===== src/rtl/fpu_pkg.sv =====
// Shared types and constants for the FP divider retire path.
package fpu_pkg;

  typedef struct packed {
    logic nv;
    logic of;
    logic uf;
    logic nx;
  } fflags_t;

  localparam int unsigned FLAG_NV = 3;
  localparam int unsigned FLAG_OF = 2;
  localparam int unsigned FLAG_UF = 1;
  localparam int unsigned FLAG_NX = 0;

  localparam logic [31:0] NANBOX_HI = 32'hFFFF_FFFF;

  localparam int unsigned RETIRE_RD_W = 5;

  typedef struct packed {
    logic [63:0]            data;
    logic [RETIRE_RD_W-1:0] rd;
    fflags_t                flags;
  } retire_entry_t;

  typedef enum logic [1:0] {
    OccEmpty = 2'd0,
    OccOne   = 2'd1,
    OccFull  = 2'd2
  } occ_e;

  // Single-precision values live in the low half with all-ones above.
  function automatic logic [63:0] nanbox(input logic [63:0] res, input logic is_double);
    return is_double ? res : {NANBOX_HI, res[31:0]};
  endfunction

endpackage


===== src/rtl/fpu_retire_fifo.sv =====
// Two-entry circular skid buffer with occupancy count and synchronous flush.
module fpu_retire_fifo
  import fpu_pkg::*;
#(
  parameter int unsigned W     = 73,
  parameter int unsigned DEPTH = 2
) (
  input  logic         clk,
  input  logic         rst_n,
  input  logic         push,
  input  logic         pop,
  input  logic         flush,
  input  logic [W-1:0] wdata,
  output logic [W-1:0] rdata,
  output logic         empty,
  output logic         full
);

  localparam logic [1:0] FullCount = 2'(DEPTH);

  logic [W-1:0] mem_q [2];
  logic         wr_ptr_q, wr_ptr_d;
  logic         rd_ptr_q, rd_ptr_d;
  occ_e         count_q, count_d;

  always_comb begin
    wr_ptr_d = wr_ptr_q;
    rd_ptr_d = rd_ptr_q;
    count_d  = count_q;
    if (flush) begin
      wr_ptr_d = 1'b0;
      rd_ptr_d = 1'b0;
      count_d  = OccEmpty;
    end else begin
      if (push) wr_ptr_d = ~wr_ptr_q;
      if (pop)  rd_ptr_d = ~rd_ptr_q;
      unique case ({push, pop})
        2'b10:   count_d = occ_e'(count_q + 2'd1);
        2'b01:   count_d = occ_e'(count_q - 2'd1);
        default: count_d = count_q;
      endcase
    end
  end

  always_ff @(posedge clk or negedge rst_n) begin
    if (!rst_n) begin
      wr_ptr_q <= 1'b0;
      rd_ptr_q <= 1'b0;
      count_q  <= OccEmpty;
    end else begin
      wr_ptr_q <= wr_ptr_d;
      rd_ptr_q <= rd_ptr_d;
      count_q  <= count_d;
    end
  end

  // Payload storage carries no reset; validity comes from count alone.
  always_ff @(posedge clk) begin
    if (push && !flush) mem_q[wr_ptr_q] <= wdata;
  end

  assign rdata = mem_q[rd_ptr_q];
  assign empty = (count_q == OccEmpty);
  assign full  = (count_q == FullCount);

endmodule


===== src/rtl/fpu_result_retire.sv =====
// Retire stage after the FP divider: NaN-boxing, skid buffering, sticky fflags.
module fpu_result_retire
  import fpu_pkg::*;
#(
  parameter int unsigned RD_W  = 5,
  parameter int unsigned DEPTH = 2
) (
  input  logic            clk,
  input  logic            rst_n,
  input  logic            in_valid,
  output logic            in_ready,
  input  logic [63:0]     in_result,
  input  logic            in_is_double,
  input  logic [RD_W-1:0] in_rd,
  input  logic [3:0]      in_flags,
  output logic            wb_valid,
  input  logic            wb_ready,
  output logic [RD_W-1:0] wb_rd,
  output logic [63:0]     wb_data,
  input  logic            flush,
  input  logic            fflags_clr,
  output logic [3:0]      fflags
);

  typedef struct packed {
    logic [63:0]     data;
    logic [RD_W-1:0] rd;
    fflags_t         flags;
  } entry_t;

  localparam int unsigned EntryW = $bits(entry_t);

  entry_t  push_entry, head;
  logic    push, pop, empty, full;
  fflags_t fflags_q, fflags_d;

  assign push_entry = '{data: nanbox(in_result, in_is_double), rd: in_rd, flags: in_flags};

  // in_ready comes straight from the occupancy register, never from wb_ready.
  assign in_ready = !full;
  assign wb_valid = !empty;
  assign push     = in_valid && in_ready;
  assign pop      = wb_valid && wb_ready;

  fpu_retire_fifo #(
    .W     (EntryW),
    .DEPTH (DEPTH)
  ) u_fifo (
    .clk   (clk),
    .rst_n (rst_n),
    .push  (push),
    .pop   (pop),
    .flush (flush),
    .wdata (push_entry),
    .rdata (head),
    .empty (empty),
    .full  (full)
  );

  assign wb_rd   = head.rd;
  assign wb_data = head.data;

  // A retiring op's flags survive a same-cycle clear; a flushed pop contributes nothing.
  always_comb begin
    fflags_d = fflags_clr ? '0 : fflags_q;
    if (pop && !flush) fflags_d = fflags_d | head.flags;
  end

  always_ff @(posedge clk or negedge rst_n) begin
    if (!rst_n) fflags_q <= '0;
    else        fflags_q <= fflags_d;
  end

  assign fflags = fflags_q;

endmodule

===== config.mk =====
export PLATFORM = sky130hd
export DESIGN_NAME = fpu_result_retire
export DESIGN_NICKNAME = d
export VERILOG_FILES = /design/src/rtl/fpu_pkg.sv /design/src/rtl/fpu_retire_fifo.sv /design/src/rtl/fpu_result_retire.sv
export SDC_FILE = /design/constraint.sdc
export NUM_CORES = 1
export LEC_CHECK = 0
export ABC_AREA = 1
export ABC_CLOCK_PERIOD_IN_PS = 8500
export CORE_UTILIZATION = 35
export CTS_BUF_LIST = sky130_fd_sc_hd__clkbuf_4
export CTS_CLUSTER_DIAMETER = 80
export DETAILED_ROUTE_END_ITERATION = 7
export PLACE_DENSITY = 0.69
export SYNTH_ARGS = -nofsm -noshare
export SYNTH_HDL_FRONTEND = slang
export SYNTH_SLANG_ARGS = --single-unit

===== constraint.sdc =====
create_clock -name clk -period 8.5 [get_ports clk]
set_clock_uncertainty 0.05 [all_clocks]
set_input_delay 1.275 -clock clk [delete_from_list [all_inputs] [get_ports clk]]
set_output_delay 1.275 -clock clk [all_outputs]
set_load 0.1 [all_outputs]

# ---- Word level (Yosys, flattened, before mapping)
# Memory sizes are Yosys's and may differ from the RTL's.
# Cells that the tools add are included.
dict set report word_totals {
  regBits 8
  ramBits 146
  elab_cells 38
  mem_count 1
}
dict set report classes {
  addsub 2
  eq_ne 3
  mux 11
  bitwise_logic 3
  reduce_logical 11
}
# name words word_bits read_ports rd_ports_with_merged_regs wr line
set memory_table {}
lappend memory_table {u_fifo.mem_q 2 73 1 0 1 fpu_retire_fifo.sv:21} ;# logic [W-1:0] mem_q [2];
# cell n
set ops {}
lappend ops {{$mux 64} 1}
lappend ops {{$mux 4} 2}
lappend ops {{$mux 1} 6}
lappend ops {{$eq 2x2->1 const B} 2}
lappend ops {{$logic_and 1x1->1} 4}
lappend ops {{$or 4x4->4} 1}
lappend ops {{$pmux 2 s2} 1}
lappend ops {{$reduce_bool 2->1} 2}
lappend ops {{$logic_not 1->1} 3}
lappend ops {{$reduce_bool 3->1} 1}
lappend ops {{$add 2x1->2 const B} 1}
lappend ops {{$eq 2x1->1 const B} 1}
lappend ops {{$logic_not 2->1} 1}
lappend ops {{$mux 2} 1}
lappend ops {{$not 1->1} 2}
lappend ops {{$sub 2x1->2 const B} 1}

# ---- Depth between registers and ports, before layout
dict set report logic_depth {
  word_depth 6
  depth_mapped 7
  mapped_depth_nobuf 7
}

# ---- Hierarchy
# Synthesis repeated with hierarchy kept, for this count alone.
dict set report unflattened {
  hier_cells 351
  area_unflattened_um2 6147.1
}
# module n_inst cells_per_inst area_each_um2 seq_area_each_um2
set by_module_without_submodules {}
lappend by_module_without_submodules {fpu_retire_fifo 1 260 5688.0 4484.3}
lappend by_module_without_submodules {fpu_result_retire 1 91 459.2 100.1}

# ---- Worst setup path before layout
# Ideal clock, no wire load.
dict set report synth_path {
  path_kind {input port to flip-flop}
  startpoint {input in_valid}
  endpoint {memory u_fifo.mem_q[0][0] (enable)}
  t_arrival_ns 4.565
  t_required_ns 7.946
  path_slack_ns 3.381
  cell_stages 4
  path_buffers 0
  path_cell_list {inv_1 a21oi_2 nand2_1 nor2_1}
}
dict set report synth_between {
  elab_chain_cells 4
}
# item line
set synth_lines {}
lappend synth_lines {{start, declared} fpu_result_retire.sv:10} ;# input logic in_valid,
lappend synth_lines {{$logic_and 1x1->1} fpu_result_retire.sv:42} ;# assign push = in_valid && in_ready;
lappend synth_lines {{$logic_and 1x1->1} fpu_retire_fifo.sv:59} ;# if (push && !flush) mem_q[wr_ptr_q] <= wdata;
lappend synth_lines {{$mux 1} fpu_retire_fifo.sv:59}
lappend synth_lines {{$mux 1 (not written as such)} fpu_retire_fifo.sv:59}
lappend synth_lines {{end, declared} fpu_retire_fifo.sv:21}
# Every way passes these cells.

# ---- Worst setup path in the final report
dict set report layout_path {
  startpoint {register u_fifo.rd_ptr_q}
  endpoint {output wb_data[50]}
}
dict set report layout_between {
  elab_chain_cells 1
}
# item line
set layout_lines {}
lappend layout_lines {{start, declared} fpu_retire_fifo.sv:23} ;# logic rd_ptr_q, rd_ptr_d;
lappend layout_lines {{start signal, assigned} fpu_retire_fifo.sv:52} ;# rd_ptr_q <= rd_ptr_d;
lappend layout_lines {{$mem_v2 2x73} n/a}
lappend layout_lines {{end, declared} fpu_result_retire.sv:19} ;# output logic [63:0] wb_data,
# Every way passes these cells.

==> reports/metrics.yaml <==
global_routing:
  antenna_found_initial: 1
  grt_max_degree: 76
  grt_pass1_wl_um: 19700
  grtUsageTotal_pct: 14.9
  gr-total-overflow: 0
  grt_pass1_vias: 4002
clock_tree:
  clk_latency_ns: 0.53
  cts_tree: "built"
  cts_hold_buffers: 0
  cts.root.buffer_cell: "clkbuf_4"
  cts_setup_buffers: 0
  clkTransAtPathRegs_ns: 0.11
  cts-resized-gates: 0
  cts.sink_count: 154
  cts.path.max_buffers: 2
  numCtsBuffers: 17
  htree_levels: 4
worst_setup_path:
  cp_slowest_stage_delay_ns: 1.15
  crit_required_ns: 7.17
  crit_arrival_ns: 2.98
  cp-end-kind: "output pin"
  slowest_stage: "clkdlybuf4s50_1"
  cp_common_cell: "nand2_1"
  cp-start-kind: "flop"
  cp_max_fo: 73
  critPathKind: "flop to output pin"
  crit_chain: "buf_4 > nand2_1 > nand2_1 > clkdlybuf4s50_1"
layout:
  fin_cells: 883
  num_antenna_cells: 0
  layout.area.seq_um2: 4590
  stdcell_area_um2: 8010
  multi_input_area_um2: 1100
  final_layout_size_suffix_gt1_share_pct: 6.33
  fillers: 1523
  area_growth_pct: 35.0
  nets: 730
synthesis:
  yosysSeqAreaShare_pct: 77.3
  syn_area_per_cell_um2: 12.1
  synth_nets: 572
  ys_warn_count: 0
  synth_cell_types: 19
  synth_cells: 492
  synth.cell_area_um2: 5930
  ys_ff_latch: 154
route:
  dr.pass1.iters: 4
  avgRoutedWirePerCell_um: 13.8
  drc: 0
  drt_wl_total_um: 12200
  ant_nets: 0
  initialDrtViolationCount: 184
  vias: 3897
  routed_via_density: 4.41
placement:
  place_area_um2: 7690
  place_inst: 850
  gp_congestion: 0.725
  portBuffers: 154
  dpl.hpwl_um: 7640
  dp_slack_ns: 4.37
power:
  ir_worst_vdd_mv: 0.105
  p_leak_nw: 3.14
  pwr_density_cell_nw_per_um2: 235
sta:
  totalNegativeSetupSlack_ns: 0
  clock.fmax_mhz: 232
  setup_viol_count_final: 0
  post-route-period-util_pct: 50.7
  relSlewSlack_pct: 17.3
  timing_hold_violations_final: 0
  fin_ws_ns: 4.19
  rsz0062_at_grt: "false"
  period_minus_slack_ns: 4.31
  tightest_slew_ns: 1.24
  final_max_slew_viol_count: 0
floorplan:
  dieArea_um2: 17500
  start_util_pct: 35.8
  fp.dieW_um: 132
  core_um2: 16600
  rows: 47
  ioPinCount: 155
  die_h_um: 132
hold_path:
  hold_class: "flop to flop"
job:
  drv_cap: 0
outcome:
  status: "finished, final reports clean"
-- state kept, by name (all words and copies together) (netlist names) --
| signal | flops |
|---|---|
| u_fifo.wr_ptr_q | 1 |
| u_fifo.rd_ptr_q | 1 |
| u_fifo.count_q | 2 |
| fflags | 4 |
| u_fifo.mem_q | 146 |
-- worst max-delay path, delay by kind of cell, from the launching register on --
family	cells	cell delay, ns
flops	1	0.38
buf+inv	2	1.78
simple gates	2	0.27
-- placed cells by master (no fill, tap or decap) --
cell / Yosys / routed
clkinv_2: 0 / 3
buf_4: 3 / 3
clkdlybuf4s50_1: 0 / 154
nand4_1: 1 / 1
edfxtp_1: 146 / 146
bufinv_16: 0 / 3
clkbuf_4: 0 / 22
a211oi_1: 1 / 1
a21oi_1: 1 / 1
or2_0: 4 / 4
clkinv_4: 0 / 1
nor2_1: 5 / 3
inv_2: 1 / 1
inv_1: 42 / 41
buf_12: 0 / 1
a21oi_2: 1 / 1
nand2_2: 2 / 2
nand2_1: 246 / 246
dfrtp_1: 8 / 7
nor2_2: 1 / 1
dfrtp_2: 0 / 1
nor2_4: 0 / 2
o22ai_1: 5 / 5
o21ai_0: 7 / 7
clkinv_1: 0 / 3
inv_6: 0 / 1
nand3_1: 2 / 2
-- final cells by class --
| type | instances | share of cell area, % |
|---|---|---|
| well taps | 220 | 3.44 |
| repair buffers | 158 | 19.8 |
| multi-input cells | 276 | 13.8 |
| flip-flops and latches | 154 | 57.3 |
| clock buffers | 22 | 2.06 |
| clock inverters | 10 | 1.61 |
| inverters | 43 | 2.03 |
-- cells in the mapped netlist (all sizes together) --
cell	number	share of area (%)
or2	4	0.42
nand2	248	16
a211oi	1	0.13
dfrtp	8	3.4
edfxtp	146	74
clkbuf	5	0.32
nand4	1	0.11
buf	14	1.3
o21ai	7	0.59
nand3	2	0.17
inv	43	2.7
a21oi	2	0.23
o22ai	5	0.53
nor2	6	0.42
-- per-stage QoR --
step                      power (mW)  hold slack, ns  utilization [%]
after floorplan                 1.30           0.408                -
after global placement          1.44           0.469             46.4
after detailed placement        1.44           0.476             46.4
after CTS                       1.90           0.493             48.2
after global routing            1.96           0.533             48.3
final                           1.88           0.495             48.3
-- cell families (layout without fill, tap and decap cells) --
kind of cell,after synthesis,in the layout,synth area share [%]
buffers and inverters,62,233,4.34
flip-flops,154,154,77.3
AO/OA/AOI/OAI,15,15,1.48
AND/OR/NAND/NOR,261,261,16.9
-- where the power goes --
| group | total [mW] | switching, mW | internal, mW |
|---|---|---|---|
| clock network | 0.458 | 0.240 | 0.218 |
| logic | 0.551 | 0.423 | 0.128 |
| registers | 0.874 | 0.00959 | 0.864 |
| total | 1.88 | 0.672 | 1.21 |
-- worst paths after layout --
| check | startpoint | slack (ns) | to | depth (start not counted) |
|---|---|---|---|---|
| max | u_fifo.rd_ptr_q | 4.19 | wb_data[50] | 4 |
| min in group asynchronous | rst_n | 0.95 | u_fifo.wr_ptr_q | 1 |
| max in group asynchronous | rst_n | 7.16 | u_fifo.rd_ptr_q | 1 |
| min reg2reg | fflags[3] | 0.50 | fflags[3] | 2 |
| min | fflags[3] | 0.50 | fflags[3] | 2 |
| max reg2reg | u_fifo.count_q[0] | 5.74 | u_fifo.mem_q[0][26] | 5 |
-- per-layer routing --
metal | GRT usage [%] | vias to the layer above | wire length (um)
met4 | 6.00 | 2 | 190
li1 | - | 1922 | -
met1 | 18.4 | 1839 | 5440
met5 | 0 | - | 13
met2 | 24.5 | 118 | 5860
met3 | 4.46 | 16 | 705
No activity file was read; power rests on OpenSTA's default activity.
